==> config.mk <==
export PLATFORM = sky130hd
export DESIGN_NAME = sm4_de_iter_flat
export DESIGN_NICKNAME = d
export VERILOG_FILES = /design/src/rtl/sm4_pkg.sv /design/src/rtl/sm4_de_iter_if.sv /design/src/rtl/sbox.sv /design/src/rtl/sm4_round_f.sv /design/src/rtl/sm4_de_iter.sv /design/src/flat_wrapper.sv
export SDC_FILE = /design/constraint.sdc
export NUM_CORES = 2
export LEC_CHECK = 0
export CAP_MARGIN = 30
export CORE_MARGIN = 10
export CORE_UTILIZATION = 30
export DETAILED_ROUTE_END_ITERATION = 8
export GPL_TIMING_DRIVEN = 0
export SYNTH_ARGS = -nofsm -noshare
export SYNTH_HDL_FRONTEND = slang
export SYNTH_SLANG_ARGS = --single-unit
==> constraint.sdc <==
create_clock -name clk -period 55.6 [get_ports clk]
set_input_delay 11.12 -clock clk [delete_from_list [all_inputs] [get_ports clk]]
set_output_delay 11.12 -clock clk [all_outputs]
set_load 0.03 [all_outputs]
==> src/rtl/sm4_pkg.sv <==
// rtl/sm4_pkg.sv - SM4 constants, linear transforms and FSM state type
// Purpose: shared definitions for the iterative SM4 decryptor.
// Contents: FK/CK key-schedule constants, rotl32/sm4_l/sm4_lp, sm4_state_e.
package sm4_pkg;

  typedef enum logic [1:0] {
    ST_IDLE   = 2'd0,
    ST_KEYEXP = 2'd1,
    ST_ROUND  = 2'd2,
    ST_DONE   = 2'd3
  } sm4_state_e;

  localparam logic [31:0] FK [4] = '{
    32'ha3b1bac6, 32'h56aa3350, 32'h677d9197, 32'hb27022dc
  };

  localparam logic [31:0] CK [32] = '{
    32'h00070e15, 32'h1c232a31, 32'h383f464d, 32'h545b6269,
    32'h70777e85, 32'h8c939aa1, 32'ha8afb6bd, 32'hc4cbd2d9,
    32'he0e7eef5, 32'hfc030a11, 32'h181f262d, 32'h343b4249,
    32'h50575e65, 32'h6c737a81, 32'h888f969d, 32'ha4abb2b9,
    32'hc0c7ced5, 32'hdce3eaf1, 32'hf8ff060d, 32'h141b2229,
    32'h30373e45, 32'h4c535a61, 32'h686f767d, 32'h848b9299,
    32'ha0a7aeb5, 32'hbcc3cad1, 32'hd8dfe6ed, 32'hf4fb0209,
    32'h10171e25, 32'h2c333a41, 32'h484f565d, 32'h646b7279
  };

  function automatic logic [31:0] rotl32(input logic [31:0] x, input int unsigned n);
    return (x << n) | (x >> (32 - n));
  endfunction

  // Data-path linear transform L
  function automatic logic [31:0] sm4_l(input logic [31:0] b);
    return b ^ rotl32(b, 2) ^ rotl32(b, 10) ^ rotl32(b, 18) ^ rotl32(b, 24);
  endfunction

  // Key-schedule linear transform L'
  function automatic logic [31:0] sm4_lp(input logic [31:0] b);
    return b ^ rotl32(b, 13) ^ rotl32(b, 23);
  endfunction

endpackage

==> src/rtl/sm4_de_iter_if.sv <==
// rtl/sm4_de_iter_if.sv - block in/out handshake bundle for sm4_de_iter
// Purpose: groups the request (ciphertext + key) and response (plaintext) handshakes.
// Signals: in_valid/in_ready/data_in/key (request), out_valid/out_ready/data_out (response).
// Modports: master = block source/sink (bench or upstream), slave = decryptor.
interface sm4_de_iter_if;
  logic         in_valid;
  logic         in_ready;
  logic [127:0] data_in;
  logic [127:0] key;
  logic         out_valid;
  logic         out_ready;
  logic [127:0] data_out;

  modport master (
    output in_valid, data_in, key, out_ready,
    input  in_ready, out_valid, data_out
  );

  modport slave (
    input  in_valid, data_in, key, out_ready,
    output in_ready, out_valid, data_out
  );
endinterface

==> src/rtl/sbox.sv <==
// rtl/sbox.sv - SM4 byte substitution (tau), NUM bytes in parallel
// Purpose: combinational SM4 S-box applied independently to each byte.
// Ports: din_i [8*NUM-1:0] input bytes, dout_o [8*NUM-1:0] substituted bytes.
module sbox #(
  parameter int NUM = 4
) (
  input  logic [8*NUM-1:0] din_i,
  output logic [8*NUM-1:0] dout_o
);

  // Entry 0x00 occupies the top byte; entry b lives at bit offset (255-b)*8 = {~b,3'b000}.
  localparam logic [2047:0] TABLE = {
    128'hd690e9fecce13db716b614c228fb2c05,
    128'h2b679a762abe04c3aa44132649860699,
    128'h9c4250f491ef987a33540b43edcfac62,
    128'he4b31ca9c908e89580df94fa758f3fa6,
    128'h4707a7fcf37317ba83593c19e6854fa8,
    128'h686b81b27164da8bf8eb0f4b70569d35,
    128'h1e240e5e6358d1a225227c3b01217887,
    128'hd40046579fd327524c3602e7a0c4c89e,
    128'heabf8ad240c738b5a3f7f2cef96115a1,
    128'he0ae5da49b341a55ad933230f58cb1e3,
    128'h1df6e22e8266ca60c02923ab0d534e6f,
    128'hd5db3745defd8e2f03ff6a726d6c5b51,
    128'h8d1baf92bbddbc7f11d95c411f105ad8,
    128'h0ac13188a5cd7bbd2d74d012b8e5b4b0,
    128'h8969974a0c96777e65b9f109c56ec684,
    128'h18f07dec3adc4d2079ee5f3ed7cb3948
  };

  for (genvar g = 0; g < NUM; g++) begin : g_byte
    assign dout_o[8*g +: 8] = TABLE[{~din_i[8*g +: 8], 3'b000} +: 8];
  end

endmodule

==> src/rtl/sm4_round_f.sv <==
// rtl/sm4_round_f.sv - one SM4 round/key-schedule step with shared S-box
// Purpose: y = x0 ^ L(tau(x1^x2^x3^rk)), or L' instead of L in key mode.
// Ports: x0_i..x3_i window words, rk_i round key or CK, key_mode_i selects L', y_o new word.
module sm4_round_f
  import sm4_pkg::*;
(
  input  logic [31:0] x0_i,
  input  logic [31:0] x1_i,
  input  logic [31:0] x2_i,
  input  logic [31:0] x3_i,
  input  logic [31:0] rk_i,
  input  logic        key_mode_i,
  output logic [31:0] y_o
);

  logic [31:0] mix;
  logic [31:0] sub;

  assign mix = x1_i ^ x2_i ^ x3_i ^ rk_i;

  sbox #(.NUM(4)) u_sbox (
    .din_i  (mix),
    .dout_o (sub)
  );

  assign y_o = x0_i ^ (key_mode_i ? sm4_lp(sub) : sm4_l(sub));

endmodule

==> src/rtl/sm4_de_iter.sv <==
// rtl/sm4_de_iter.sv - iterative SM4 block decryptor, one round per clock
// Purpose: accepts ciphertext+key, expands round keys serially (skipped on a key-cache
//          hit when KEY_CACHE=1), runs 32 rounds with the keys reversed, returns plaintext.
// Ports: clk, rst (async, active-high), bus (sm4_de_iter_if.slave handshake bundle).
module sm4_de_iter
  import sm4_pkg::*;
#(
  parameter int KEY_CACHE = 1
) (
  input logic          clk,
  input logic          rst,
  sm4_de_iter_if.slave bus
);

  sm4_state_e   state_q;
  logic [4:0]   cnt_q;
  logic [31:0]  x_q [4];
  logic [31:0]  k_q [4];
  logic [31:0]  rk_q [32];
  logic [127:0] key_q;
  logic         cache_valid_q;
  logic [127:0] data_out_q;
  logic         out_valid_q;

  logic         accept;
  logic         cache_hit;
  logic         key_mode;
  logic [31:0]  f_x0, f_x1, f_x2, f_x3, f_rk;
  logic [31:0]  word_d;

  // Held low during reset even though the state register already reads IDLE.
  assign bus.in_ready  = (state_q == ST_IDLE) && !rst;
  assign bus.out_valid = out_valid_q;
  assign bus.data_out  = data_out_q;

  assign accept    = (state_q == ST_IDLE) && bus.in_valid;
  // key_q still holds the previous block's key at the accept edge.
  assign cache_hit = (KEY_CACHE != 0) && cache_valid_q && (bus.key == key_q);

  // The single round function serves the key schedule (K window, CK) or the
  // data rounds (X window, rk in reverse); the two phases never overlap.
  always_comb begin
    key_mode = (state_q == ST_KEYEXP);
    if (key_mode) begin
      f_x0 = k_q[0];
      f_x1 = k_q[1];
      f_x2 = k_q[2];
      f_x3 = k_q[3];
      f_rk = CK[cnt_q];
    end else begin
      f_x0 = x_q[0];
      f_x1 = x_q[1];
      f_x2 = x_q[2];
      f_x3 = x_q[3];
      f_rk = rk_q[cnt_q];
    end
  end

  sm4_round_f u_round (
    .x0_i       (f_x0),
    .x1_i       (f_x1),
    .x2_i       (f_x2),
    .x3_i       (f_x3),
    .rk_i       (f_rk),
    .key_mode_i (key_mode),
    .y_o        (word_d)
  );

  always_ff @(posedge clk or posedge rst) begin
    if (rst) begin
      state_q       <= ST_IDLE;
      cnt_q         <= '0;
      key_q         <= '0;
      cache_valid_q <= 1'b0;
      data_out_q    <= '0;
      out_valid_q   <= 1'b0;
      for (int i = 0; i < 4; i++) begin
        x_q[i] <= '0;
        k_q[i] <= '0;
      end
      for (int i = 0; i < 32; i++) begin
        rk_q[i] <= '0;
      end
    end else begin
      case (state_q)
        ST_IDLE: begin
          if (accept) begin
            x_q[0] <= bus.data_in[127:96];
            x_q[1] <= bus.data_in[95:64];
            x_q[2] <= bus.data_in[63:32];
            x_q[3] <= bus.data_in[31:0];
            k_q[0] <= bus.key[127:96] ^ FK[0];
            k_q[1] <= bus.key[95:64]  ^ FK[1];
            k_q[2] <= bus.key[63:32]  ^ FK[2];
            k_q[3] <= bus.key[31:0]   ^ FK[3];
            key_q  <= bus.key;
            if (cache_hit) begin
              state_q <= ST_ROUND;
              cnt_q   <= 5'd31;
            end else begin
              // rk store is about to be overwritten; it no longer matches any key.
              state_q       <= ST_KEYEXP;
              cnt_q         <= 5'd0;
              cache_valid_q <= 1'b0;
            end
          end
        end
        ST_KEYEXP: begin
          rk_q[cnt_q] <= word_d;
          k_q[0]      <= k_q[1];
          k_q[1]      <= k_q[2];
          k_q[2]      <= k_q[3];
          k_q[3]      <= word_d;
          if (cnt_q == 5'd31) begin
            cache_valid_q <= 1'b1;
            state_q       <= ST_ROUND;
          end else begin
            cnt_q <= cnt_q + 5'd1;
          end
        end
        ST_ROUND: begin
          x_q[0] <= x_q[1];
          x_q[1] <= x_q[2];
          x_q[2] <= x_q[3];
          x_q[3] <= word_d;
          if (cnt_q == 5'd0) begin
            // Window is X31..X34 and word_d is X35; output is the reversed last four.
            data_out_q  <= {word_d, x_q[3], x_q[2], x_q[1]};
            out_valid_q <= 1'b1;
            state_q     <= ST_DONE;
          end else begin
            cnt_q <= cnt_q - 5'd1;
          end
        end
        ST_DONE: begin
          if (bus.out_ready) begin
            out_valid_q <= 1'b0;
            state_q     <= ST_IDLE;
          end
        end
        default: state_q <= ST_IDLE;
      endcase
    end
  end

endmodule

==> src/flat_wrapper.sv <==
// flat-port wrapper written by rule: the top's interface ports become plain ports
module sm4_de_iter_flat import sm4_pkg::*;
#(
  parameter int KEY_CACHE = 1
)
  (clk, rst, bus_in_valid, bus_data_in, bus_key, bus_out_ready, bus_in_ready, bus_out_valid, bus_data_out);
  sm4_de_iter_if bus_i ();
  input logic clk;
  input logic rst;
  input wire logic [$bits(bus_i.in_valid)-1:0] bus_in_valid;
  input wire logic [$bits(bus_i.data_in)-1:0] bus_data_in;
  input wire logic [$bits(bus_i.key)-1:0] bus_key;
  input wire logic [$bits(bus_i.out_ready)-1:0] bus_out_ready;
  output wire logic [$bits(bus_i.in_ready)-1:0] bus_in_ready;
  output wire logic [$bits(bus_i.out_valid)-1:0] bus_out_valid;
  output wire logic [$bits(bus_i.data_out)-1:0] bus_data_out;
  assign bus_i.in_valid = bus_in_valid;
  assign bus_i.data_in = bus_data_in;
  assign bus_i.key = bus_key;
  assign bus_i.out_ready = bus_out_ready;
  assign bus_in_ready = bus_i.in_ready;
  assign bus_out_valid = bus_i.out_valid;
  assign bus_data_out = bus_i.data_out;
  sm4_de_iter #(.KEY_CACHE(KEY_CACHE)) u_core (.clk(clk), .rst(rst), .bus(bus_i));
endmodule
==> impl_metrics.csv <==
group,metric,value,unit
outcome,outcome,"complete, no violations",
sta,setup_viol,0,
sta,fmax,42.4,MHz
floorplan,dieArea,319000,um2
min_path,hold_path_end,"u_core.bus.data_out[4]",
cts,h-tree-depth,4,
place,io_buffers,389,
run,cap_violations,0,
yosys,syn-instance-count,9932,
yosys,muxShareOfSynthArea,10.2,%
sta,tightest_slew,1.27,ns
routing,vias,92200,
sta,final.setup.tns,0,ns
cts,clk_path_buf_depth,4,
layout,final_cell_mix,"1723 x nand2_1, 1545 x dfrtp_1, 1273 x o21ai_0",
critical_path,reg2reg_from,"u_core.state_q[1]",
routing,drt_iter0_markers,14100,
yosys,synthArstFlopShare,100,%
cts,cts_buffers,179,
critical_path,r2r_end,"u_core.rk_q[903]",
sta,clock-skew-final,0.139,ns
routing,antenna_violating_nets_post_route,0,
yosys,synth-edff-count,0,
cts,cts_resized,0,
sta,relSlewSlack,15.6,%
yosys,avgSynthCellArea,8.96,um2
critical_path,r2r_cells,27,
cts,cts_tree,"done",
routing,drtPass1Iterations,9,
floorplan,io-pin-count,390,
yosys,yosysWarnings,0,
critical_path,cp-startpoint,"rst",
cts,post_cts.repair.setup_buffers,0,
grt,antenna_found_initial,58,
yosys,yosysSeqAreaShare,43.4,%
yosys,synthesis.area,89000,um2
yosys,ys_types,119,
critical_path,cp_slowest_stage_delay,0.69,ns
floorplan,initial_core_util,30.2,%
grt,grt_pass1_wl,746,mm
grt,grt_pass1_vias,88200,
yosys,synth_top_family_by_area,"compound AO/OA/AOI/OAI gates",
floorplan,fp.dieW,565,um
grt,grt_max_degree,129,
cts,insertion_delay,0.93,ns
critical_path,critPathSlowestCell,"clkdlybuf4s50_1",
grt,grt.total_usage,33.1,%
routing,routed_wl,555,mm
routing,via_per_inst,6.24,
cts,cts_root_buffer,"clkbuf_16",
critical_path,arrival,12.49,ns
yosys,synth_simple_gate_area_share,13.8,%
sta,maxSlewViolCount,0,
critical_path,crit_path_frequent_cell,"clkdlybuf4s50_1",
cts,ctsHoldBuffers,0,
routing,wl_per_cell,37.6,um
grt,grt_overflow_total,0,
critical_path,startpoint_type,"input port",
critical_path,crit_buf_inv,2,
place,gp_congestion,1.07,
routing,drc,0,
yosys,synth_xor_xnor_area_share,4.68,%
critical_path,crit_family,"buffers and inverters",
critical_path,criticalPathCategory,"input port to output port",
critical_path,rrSetupSlack,41.73,ns
floorplan,rows,199,
cts,path_clk_slew,0.06,ns
min_path,min_path_cells,2,
layout,final_common_cell,"nand2_1",
critical_path,cp_cell_sequence,"clkdlybuf4s50_1, nor2b_1, clkdlybuf4s50_1",
yosys,synth_compound_area_share,21.7,%
sta,rsz0062_at_grt,"false",
yosys,syn_nets,10200,
layout,syn_to_final_growth,19.1,%
layout,num-nets-final,11000,
place,dp_hpwl,423,mm
min_path,hold_class,"flop to flop",
sta,hold_viol_final,0,
critical_path,critPathRequiredTime,44.48,ns
sta,finalCriticalPeriod,23.61,ns
critical_path,path_max_fanout,2,
floorplan,coreArea,295000,um2
yosys,synth_ff_type,"dfrtp_1",
yosys,synthAdderAreaFrac,0.807,%
critical_path,end_kind,"output port",
cts,cts_sinks,1545,
layout,drive_above_1_share,10.5,%
min_path,hold_start,"u_core.bus.data_out[4]",
sta,period_share,42.5,%
floorplan,die_y,565,um
yosys,ys_ff_latch,1545,
## layer usage
layer / vias to the layer above / track usage [%] / wire length (um)
li1: 37100 / - / -
met1: 46000 / 40.1 / 204000
met2: 7014 / 47.9 / 229000
met3: 2103 / 11.5 / 67000
met4: 24 / 25.9 / 55000
met5: - / 0 / 197
## area by class of cell
class,count,area [um2]
timing repair buffer,555,6060
clock buffer,260,5100
clock inverter,50,632
sequential,1545,38700
multi-input combinational,7359,45800
tap,3919,4900
inverter,120,460
antenna,50,125
buffer,908,4320
fill,30600,189000
## worst register-to-register path: stages (launching register included)
cell	delay, ns
dfrtp_1	0.43
inv_1	0.12
ha_1	0.48
clkbuf_1	0.49
buf_6	0.25
clkbuf_1	0.74
buf_2	0.42
buf_1	0.65
buf_1	0.49
buf_8	0.24
clkbuf_1	0.76
clkbuf_1	0.66
clkbuf_1	0.71
clkbuf_1	0.64
buf_1	0.68
o21ai_0	0.34
ha_1	0.51
nand3_1	0.55
o21ai_0	0.68
a2111oi_0	0.28
o31ai_1	0.49
a211o_1	0.24
buf_2	0.39
xnor2_1	0.18
xnor3_1	0.46
mux2i_4	0.79
clkbuf_1	0.84
o21ai_0	0.25
## how the worst max path moves through the flow
| stage | slack, ns | cells after the start | to |
|---|---|---|---|
| global route | 31.92 | 3 | bus_in_ready |
| floorplan | 0.89 | 1 | u_core.bus.data_out[0] |
| global placement | -19.26 | 2 | u_core.rk_q[896] |
| CTS | 32.01 | 3 | bus_in_ready |
| finish | 31.99 | 3 | bus_in_ready |
| detailed placement | 32.01 | 3 | bus_in_ready |
## cell usage after synthesis (48+ instances only)
| cell | n | area [um2] |
|---|---|---|
| a211oi_1 | 93 | 698 |
| a21oi_1 | 592 | 2960 |
| a221oi_1 | 49 | 429 |
| a22oi_1 | 59 | 443 |
| a311oi_1 | 50 | 438 |
| a31oi_1 | 79 | 494 |
| buf_2 | 209 | 1050 |
| buf_4 | 61 | 458 |
| clkbuf_1 | 530 | 1990 |
| dfrtp_1 | 1545 | 38700 |
| ha_1 | 55 | 688 |
| inv_1 | 109 | 409 |
| mux2_2 | 130 | 1460 |
| mux2i_1 | 526 | 5270 |
| mux4_2 | 96 | 2160 |
| nand2_1 | 1723 | 6470 |
| nand3_1 | 143 | 716 |
| nor2_1 | 595 | 2230 |
| nor3_1 | 162 | 811 |
| o211ai_1 | 111 | 833 |
| o21ai_0 | 1280 | 6410 |
| o21ai_1 | 170 | 851 |
| o221ai_1 | 48 | 420 |
| o22ai_1 | 191 | 1190 |
| xnor2_1 | 270 | 2360 |
| xor2_1 | 141 | 1230 |
## kinds of logic (layout without fill, tap and decap cells)
group,Yosys count,after routing
AOI/OAI and AO/OA,3175,3175
and+or+nand+nor,2923,2923
DFF,1545,1545
buffers and inverters,1028,1893
muxes,765,765
xor gates and xnor gates,439,439
adders and majority gates,57,57
other,0,50
## stage by stage
| stage | setup WS (ns) | util, % | hold slack, ns | area (um2) | std cells |
|---|---|---|---|---|---|
| 3_3_place_gp | -19.26 | 33.2 | 0.456 | 97800 | 14200 |
| 5_1_grt | 31.92 | 35.9 | 0.494 | 106000 | 14700 |
| 6_report | 31.99 | 36.0 | 0.474 | 106000 | 14800 |
| 3_5_place_dp | 32.01 | 33.9 | 0.462 | 100000 | 14400 |
| 4_1_cts | 32.01 | 35.9 | 0.478 | 106000 | 14700 |
| 2_1_floorplan | 0.892 | - | 0.444 | 89000 | 9932 |
## state kept, by name, indices dropped and copies added, names as in the netlist
name,flops
u_core.state_q,2
u_core.k_q,128
u_core.cnt_q,5
u_core.key_q,128
u_core.cache_valid_q,1
u_core.x_q,128
u_core.rk_q,1024
u_core.bus.out_valid,1
u_core.bus.data_out,128
Power is left out: the tool's default activity adds up to more than one toggle a clock period on the data nets, which glitch-free logic cannot reach.
